## src/rtl/stall_ctrl.sv

```systemverilog
// Hazard-detection stall controller: load-use interlock, plus a mult/div busy tracker
// that is compiled in only when STALL_CTRL_MDU_EN is defined.
module stall_ctrl #(
    parameter int MULT_CYCLES = 5,
    parameter int DIV_CYCLES  = 10
) (
    input  logic        clk,
    input  logic        reset_n,
    input  logic [4:0]  rs_d,
    input  logic [4:0]  rt_d,
    input  logic        use_rs_d,
    input  logic        use_rt_d,
    input  logic        ex_load,
    input  logic [4:0]  ex_rd,
    input  logic        md_use_d,
    input  logic        md_start,
    input  logic        md_is_div,
    output logic        pc_en,
    output logic        ifid_en,
    output logic        idex_bubble,
    output logic        md_busy,
    output logic [3:0]  md_count,
    output logic [15:0] stall_total
);

    logic        w_lu_hz;
    logic        w_md_hz;
    logic        w_stall;
    logic [15:0] r_stall_total;

    // Register $0 is never a real producer, so a load into it cannot create a hazard.
    assign w_lu_hz = ex_load && (ex_rd != 5'd0) &&
                     ((use_rs_d && (rs_d == ex_rd)) || (use_rt_d && (rt_d == ex_rd)));

`ifdef STALL_CTRL_MDU_EN
    localparam logic [3:0] LP_MULT = 4'(MULT_CYCLES);
    localparam logic [3:0] LP_DIV  = 4'(DIV_CYCLES);

    typedef enum logic {S_IDLE, S_BUSY} state_t;

    state_t     r_state;
    logic [3:0] r_md_count;
    logic       r_md_busy;
    logic [3:0] w_md_lat;

    assign w_md_lat = md_is_div ? LP_DIV : LP_MULT;

    // A new start always wins, restarting the countdown with its own latency.
    always_ff @(posedge clk or negedge reset_n) begin
        if (!reset_n) begin
            r_state    <= S_IDLE;
            r_md_count <= 4'd0;
            r_md_busy  <= 1'b0;
        end else begin
            case (r_state)
                S_IDLE: begin
                    if (md_start) begin
                        r_state    <= S_BUSY;
                        r_md_count <= w_md_lat;
                        r_md_busy  <= 1'b1;
                    end
                end
                S_BUSY: begin
                    if (md_start) begin
                        r_md_count <= w_md_lat;
                        r_md_busy  <= 1'b1;
                    end else if (r_md_count <= 4'd1) begin
                        r_state    <= S_IDLE;
                        r_md_count <= 4'd0;
                        r_md_busy  <= 1'b0;
                    end else begin
                        r_md_count <= r_md_count - 4'd1;
                    end
                end
                default: begin
                    r_state    <= S_IDLE;
                    r_md_count <= 4'd0;
                    r_md_busy  <= 1'b0;
                end
            endcase
        end
    end

    assign w_md_hz  = md_use_d && (r_md_busy || md_start);
    assign md_busy  = r_md_busy;
    assign md_count = r_md_count;
`else
    logic w_unused_md;

    assign w_unused_md = ^{md_use_d, md_start, md_is_div};
    assign w_md_hz     = 1'b0;
    assign md_busy     = 1'b0;
    assign md_count    = 4'd0;
`endif

    // Both hazards collapse into a single stall; they never stack bubbles.
    assign w_stall = w_lu_hz || w_md_hz;

    always_ff @(posedge clk or negedge reset_n) begin
        if (!reset_n) begin
            r_stall_total <= 16'd0;
        end else if (w_stall && (r_stall_total != 16'hFFFF)) begin
            r_stall_total <= r_stall_total + 16'd1;
        end
    end

    // The pipeline is frozen with a bubble in ID/EX for as long as reset is held.
    assign pc_en       = reset_n && !w_stall;
    assign ifid_en     = reset_n && !w_stall;
    assign idex_bubble = !reset_n || w_stall;
    assign stall_total = r_stall_total;

endmodule

```

## config.mk

```make
export PLATFORM = sky130hd
export DESIGN_NAME = stall_ctrl
export DESIGN_NICKNAME = d
export VERILOG_FILES = /design/src/rtl/stall_ctrl.sv
export SDC_FILE = /design/constraint.sdc
export NUM_CORES = 1
export LEC_CHECK = 0
export CORE_MARGIN = 5
export CORE_UTILIZATION = 37
export CTS_CLUSTER_DIAMETER = 200
export DETAILED_ROUTE_END_ITERATION = 7
export PLACE_DENSITY_LB_ADDON = 0.08
export SYNTH_ARGS = -nofsm -noshare
export SYNTH_HDL_FRONTEND = slang
export SYNTH_SLANG_ARGS = --single-unit
```

## constraint.sdc

```tcl
create_clock -name clk -period 1.67 [get_ports clk]
set_input_delay 0.334 -clock clk [delete_from_list [all_inputs] [get_ports clk]]
set_output_delay 0.334 -clock clk [all_outputs]
set_load 0.05 [all_outputs]
```

==> impl_metrics.csv, run 1 <==
group,metric,value,unit
sta,clock_skew,0.00447,ns
power,seqPwrFrac,38.8,%
sta,number_of_pins_exceeding_their_max_slew_limit_in_the_final_report,0,
power,power_per_cell_area,677,nW/µm²
synth,combinational_family_with_the_most_area_after_synthesis,"simple AND/OR/NAND/NOR gates",
drt,met2_length,1330,µm
worst_setup_path,crit_arrival,1.54,ns
finish,flip_flop_count_of_the_largest_register_all_copies_and_words_added,16,
run_status,violations,"negative setup slack",
sta,period_minus_slack,1.87,ns
finish,synthToLayoutAreaGrowth,58.3,%
power,net_sw_power,0.393,mW
power,max-vdd-ir-drop,0.600,mV
global_route,grt_max_degree,16,
drt,wl_met1,1100,µm
die,chipWidth,63.1,µm
worst_setup_path,critPathKind,"primary input to output port",
drt,final_antenna_net_count,0,
sta,max_freq,535,MHz
die,die_area,3980,µm²
finish,final_nets,190,
synth,synth-xor-area-share,21.0,%
synth,synth.yosys.seq_area_share,38.4,%
synth,synthAdderAreaFrac,1.20,%
clocking,clock_sink_count,16,
run_status,run_status,"finished, violations left",
sta,setup_repair_after_global_routing_missed_its_margin,"true",
finish,sequential_cell_area,418,µm²
synth,post_synth_num_cell_types,26,
synth,post_synth_mux_area_share,1.44,%
drt,drc_marker_count_from_the_first_detailed_route_iteration,36,
synth,synthesized_cell_area,1040,µm²
drt,vias_per_cell,5.02,
placed_design,gp_congestion,0.729,
finish,diodes,0,
global_route,globalRouteTotalUtil,14.3,%
clocking,cts_made_buffers,3,
power,internal_power,0.725,mW
finish,multi_input_area,622,µm²
clocking,clk_pin_slew_worst_paths,0.10,ns
clocking,cts_tree,"yes",
drt,detailroute.wirelength.met3,133,µm
synth,synthesis.area_per_instance,9.83,µm²
global_route,global_route.overflow_total,0,
worst_setup_path,timing.reg2reg.worst_path_depth,5,
drt,route.final.wire_length,2640,µm
clocking,insertion_delay,0.30,ns
power,p_leak,0.722,nW
worst_setup_path,cp-start-kind,"primary input",
drt,detail_route.drc_violations,0,
placed_design,placed_cells,189,
clocking,ctsLongestPathBuffers,2,
drt,post_drt_wl_per_cell,13.4,µm
global_route,grt_first_pass_wirelength,4570,µm
finish,layout-drive-gt1-share,43.0,%
die,io_pins,47,
finish,fin_area,1650,µm²
power,total_power,1.12,mW
worst_setup_path,timing.critical_path.required,1.34,ns
sta,final_min_period_over_clock_period,112,%
placed_design,place_area,1590,µm²
die,fp-row-count,19,
die,die_h,63.1,µm
synth,post_synthesis_compound_gate_area_fraction,5.76,%
power,fraction_of_power_consumed_by_combinational_cells,37.0,%
clocking,cts-root-buf,"clkbuf_4",
placed_design,place_worst_setup_slack,-0.553,ns
worst_hold_path,timing.hold.worst.class,"primary input to async pin",
die,core_area,2730,µm²
flow_run,maxCapViolCount,0,
sta,final_critical_path_setup_slack,-0.201,ns
clocking,cts.htree.levels,1,
worst_setup_path,critical_path_peak_fanout,2,
die,initial_utilization,38.1,%
synth,synth_seq_cells,16,
drt,maxUsedRoutingLayer,"met4",
power,switching_share,35.1,%
drt,num_vias,984,
worst_setup_path,endpoint_kind,"output port",
power,clock_power_share,24.2,%
sta,report.final.hold_viol_count,0,
finish,final_cell_count_no_fill,196,
synth,post_synth_inst_count,106,
placed_design,detailedPlacementHpwl,2130,µm
finish,num-fill-cells,252,
sta,setup-violations-final,3,
global_route,vias_in_the_first_global_route,982,
placed_design,place.port_buffers,38,
drt,detailedRoute.firstPassIterationCount,4,
global_route,grt_antenna_before_repair,0,
synth,synth-warning-count,0,
synth,synth_simple_gate_area_share,26.4,%
==> logic make-up (layout without fill, tap and decap cells) <==
group | after synthesis | after routing
DFF | 16 | 16
AOI/OAI and AO/OA | 5 | 5
xor gates and xnor gates | 25 | 25
adders and majority gates | 1 | 1
and+or+nand+nor | 49 | 49
buffers and inverters | 8 | 63
muxes | 1 | 1
other | 1 | 5
==> power by group through the flow <==
stage	combinational [mW]	clock (mW)	sequential [mW]
6_report	0.414	0.270	0.434
3_5_place_dp	0.419	0	0.442
2_1_floorplan	0.150	0	0.524
5_1_grt	0.438	0.297	0.439
4_1_cts	0.413	0.282	0.434
3_3_place_gp	0.410	0	0.440
==> metrics by stage <==
step | util, % | hold slack (ns) | TNS, ns
floorplan | - | 0.0384 | -0.526
global placement | 58.0 | 0.472 | -8.48
detailed placement | 58.0 | 0.475 | -8.70
CTS | 59.0 | 0.406 | -0.599
global route | 60.4 | 0.423 | -0.656
finish | 60.4 | 0.409 | -0.536
==> routing by layer <==
| metal | global-route usage [%] | vias to the layer above |
|---|---|---|
| li1 | - | 483 |
| met3 | 3.02 | 7 |
| met1 | 18.0 | 463 |
| met2 | 22.9 | 31 |
| met4 | 6.90 | 0 |
| met5 | 0 | - |
==> Yosys cell counts (all sizes together) <==
| cell type | instances | area (µm²) |
|---|---|---|
| and2 | 1 | 6.26 |
| and3 | 3 | 18.8 |
| and4 | 2 | 17.5 |
| buf | 7 | 52.6 |
| conb | 1 | 3.75 |
| dfrtp | 16 | 400 |
| ha | 1 | 12.5 |
| inv | 1 | 3.75 |
| mux2 | 1 | 15.0 |
| nand2 | 13 | 56.3 |
| nand3 | 9 | 45.0 |
| nand3b | 1 | 7.51 |
| nand4 | 9 | 56.3 |
| nor2 | 4 | 17.5 |
| nor3 | 4 | 20.0 |
| nor4 | 2 | 18.8 |
| o2111ai | 1 | 8.76 |
| o21a | 1 | 7.51 |
| o21ai | 1 | 16.3 |
| o22ai | 1 | 20.0 |
| o31ai | 1 | 7.51 |
| or4 | 1 | 11.3 |
| xnor2 | 25 | 219 |
==> critical path, cell delays in order <==
cell and delay, ns:
buf_6 0.09, or4_4 0.53, o21a_1 0.20, nand2_2 0.07
and2_4 0.17, buf_12 0.14
==> path summary, 6_finish.rpt <==
check / from / end / slack [ns]
worst max-delay path: ex_rd[2] / ifid_en / -0.20
worst min-delay path: reset_n / stall_total[3]$_DFFE_PN0P_ / 0.41
worst max register to register: stall_total[11]$_DFFE_PN0P_ / stall_total[1]$_DFFE_PN0P_ / 0.07
worst min register to register: stall_total[13]$_DFFE_PN0P_ / stall_total[13]$_DFFE_PN0P_ / 0.49
max in group asynchronous: reset_n / stall_total[13]$_DFFE_PN0P_ / 1.04
min in group clk: stall_total[13]$_DFFE_PN0P_ / stall_total[13]$_DFFE_PN0P_ / 0.49
==> final cells by class <==
class,instances,share of cell area (%)
Tap cell,31,2.35
Sequential cell,16,25.3
Timing Repair Buffer,58,32.2
Inverter,1,0.227
Multi-Input combinational cell,86,37.7
Clock buffer,4,2.20
==> what timing repair did <==
action,in CTS,in global routing
buffers inserted,2,2
gates resized for setup,28,6
pin swaps,12,7
hold buffers,0,0
setup endpoints to repair,19,6
cloned,0,0
==> placed cells by master, fill, tap and decap left out, types with 2 or more instances in the layout <==
| cell | n |
|---|---|
| and3_1 | 3 |
| and4_1 | 2 |
| buf_12 | 5 |
| buf_2 | 2 |
| buf_4 | 33 |
| buf_6 | 3 |
| clkbuf_4 | 3 |
| clkdlybuf4s50_1 | 4 |
| conb_1 | 5 |
| dfrtp_1 | 2 |
| dfrtp_2 | 14 |
| dlygate4sd2_1 | 10 |
| nand2_1 | 11 |
| nand3_1 | 9 |
| nand4_1 | 9 |
| nor2_1 | 2 |
| nor3_1 | 4 |
| xnor2_1 | 25 |
Power figures use the tool's default switching activity.
==> run 2: changes to the inputs <==
--- a/config.mk
+++ b/config.mk
@@ -5,11 +5,13 @@
 export SDC_FILE = /design/constraint.sdc
 export NUM_CORES = 1
 export LEC_CHECK = 0
+export CELL_PAD_IN_SITES_DETAIL_PLACEMENT = 0
+export CELL_PAD_IN_SITES_GLOBAL_PLACEMENT = 1
 export CORE_MARGIN = 5
-export CORE_UTILIZATION = 37
+export CORE_UTILIZATION = 27
 export CTS_CLUSTER_DIAMETER = 200
 export DETAILED_ROUTE_END_ITERATION = 7
-export PLACE_DENSITY_LB_ADDON = 0.08
+export PLACE_DENSITY_LB_ADDON = 0.1
 export SYNTH_ARGS = -nofsm -noshare
 export SYNTH_HDL_FRONTEND = slang
 export SYNTH_SLANG_ARGS = --single-unit
==> impl_metrics.csv, run 2 (synthesis gave the netlist of run 1 again) <==
group,metric,value,unit
sta,max_freq,536,MHz
die,die_h,72.1,µm
drt,num_vias,974,
placed_design,place.port_buffers,38,
run_status,violations,"negative setup slack",
sta,final_min_period_over_clock_period,112,%
sta,period_minus_slack,1.87,ns
finish,flip_flop_count_of_the_largest_register_all_copies_and_words_added,16,
worst_setup_path,endpoint_kind,"output port",
global_route,vias_in_the_first_global_route,980,
worst_setup_path,timing.critical_path.required,1.34,ns
sta,finalHoldWorstSlack,0.480,ns
worst_setup_path,path_buf_inv,2,
sta,setup-violations-final,3,
worst_setup_path,critical_path_peak_fanout,2,
sta,setup_repair_after_global_routing_missed_its_margin,"true",
clocking,insertion_delay,0.25,ns
placed_design,detailedPlacementHpwl,2220,µm
clocking,clock_sink_count,16,
finish,synthToLayoutAreaGrowth,65.7,%
worst_setup_path,cpLargestDelayFamily,"simple AND/OR/NAND/NOR gates",
worst_hold_path,timing.hold.worst.class,"flop to flop",
sta,final_critical_path_setup_slack,-0.196,ns
drt,final_antenna_net_count,0,
worst_setup_path,crit_arrival,1.53,ns
die,chipWidth,72.1,µm
drt,detailedRoute.firstPassIterationCount,5,
global_route,globalRouteTotalUtil,11.2,%
drt,route.final.wire_length,2670,µm
die,core_area,3690,µm²
placed_design,gp_congestion,0.754,
die,io_pins,47,
die,die_area,5200,µm²
sta,number_of_pins_exceeding_their_max_slew_limit_in_the_final_report,0,
run_status,run_status,"finished, violations left",
clocking,cts.htree.levels,1,
finish,diodes,0,
global_route,global_route.overflow_total,0,
clocking,clk_pin_slew_worst_paths,0.06,ns
flow_run,maxCapViolCount,0,
global_route,grt_antenna_before_repair,0,
finish,layout-drive-gt1-share,43.0,%
drt,vias_per_cell,4.57,
sta,setup-tns-final,-0.536,ns
worst_setup_path,slowest_stage,"or4_4",
worst_setup_path,timing.critical_path.cells,"buf_6 > or4_4 > o21a_1 > nand2_1 > and2_4 > buf_12",
clocking,cts_made_buffers,3,
finish,most_common_cell_after_layout_fill_and_taps_aside,"buf_4",
global_route,grt_max_degree,16,
finish,final_cell_mix,"buf_4 (31), xnor2_1 (25), dfrtp_2 (14), nand2_1 (12), dlygate4sd2_1 (10)",
clocking,cts_tree,"yes",
worst_setup_path,crit_path_max_incr_delay,0.53,ns
global_route,grt_first_pass_wirelength,4630,µm
finish,final_nets,190,
die,initial_utilization,28.3,%
power,max-vdd-ir-drop,0.885,mV
clocking,ctsLongestPathBuffers,2,
die,fp-row-count,22,
power,p_leak,0.730,nW
sta,clock_skew,0.00590,ns
worst_setup_path,cp-start-kind,"primary input",
worst_setup_path,critPathKind,"primary input to output port",
power,power_per_cell_area,673,nW/µm²
drt,post_drt_wl_per_cell,12.5,µm
clocking,cts-root-buf,"clkbuf_8",
drt,detail_route.drc_violations,0,
sta,report.final.hold_viol_count,0,
drt,drc_marker_count_from_the_first_detailed_route_iteration,71,
## run 2: cell types whose count changed in the layout (fill, tap and decap cells not counted), moves of 2 or more
cell,previous run,this run
buf_12,5,8
clkbuf_4,3,0
clkbuf_8,1,3
buf_4,33,31
## run 2: per-stage QoR
| stage | total power [mW] | worst slack (ns) | util [%] | cells | area (µm²) |
|---|---|---|---|---|---|
| floorplan | 0.674 | -0.242 | - | 110 | 1080 |
| global placement | 0.860 | -0.548 | 45.0 | 208 | 1660 |
| detailed placement | 0.865 | -0.559 | 45.0 | 208 | 1660 |
| CTS | 1.16 | -0.218 | 45.6 | 212 | 1680 |
| global route | 1.25 | -0.229 | 46.8 | 213 | 1730 |
| finish | 1.16 | -0.196 | 46.8 | 213 | 1730 |
## run 2: cell type report
cell class | instances | area (µm²)
clock buffer | 4 | 45.0
fill | 391 | 1960
timing repair buffer | 58 | 566
sequential | 16 | 418
tap | 48 | 60.1
multi-input combinational | 86 | 634
inverter | 1 | 3.75
## run 2: report_power, final
part	total (mW)	internal (mW)	switching [mW]	leakage (nW)
Combinational	0.426	0.189	0.237	0.509
Clock	0.294	0.169	0.125	0.0228
Sequential	0.441	0.414	0.0273	0.198
Total	1.16	0.772	0.389	0.730
## run 2: path summary, 6_finish.rpt
kind	start	to	slack [ns]	depth (start not counted)
hold reg to reg	stall_total[13]$_DFFE_PN0P_	stall_total[13]$_DFFE_PN0P_	0.48	1
max in group asynchronous	reset_n	stall_total[8]$_DFFE_PN0P_	0.98	2
min in group asynchronous	reset_n	stall_total[5]$_DFFE_PN0P_	0.50	2
setup reg to reg	stall_total[0]$_DFFE_PN0P_	stall_total[1]$_DFFE_PN0P_	0.08	6
setup / recovery	ex_rd[2]	ifid_en	-0.20	6
hold / removal	stall_total[13]$_DFFE_PN0P_	stall_total[13]$_DFFE_PN0P_	0.48	1
## run 2: routing by layer
layer  GRT usage, %  vias up  share of wire [%]
li1               -      484                  -
met1           15.2      448                 44
met2           17.3       40                 48
met3           3.60        2                7.5
met4           2.51        0               0.71
met5              0        -                  0
## run 2: timing repair
action                                  4_1_cts  5_1_grt
pin swaps                                    13        7
resized for setup                            28        7
setup buffers                                 2        1
endpoints found under the setup margin       19        8
gates cloned                                  0        0
hold buffers                                  0        0
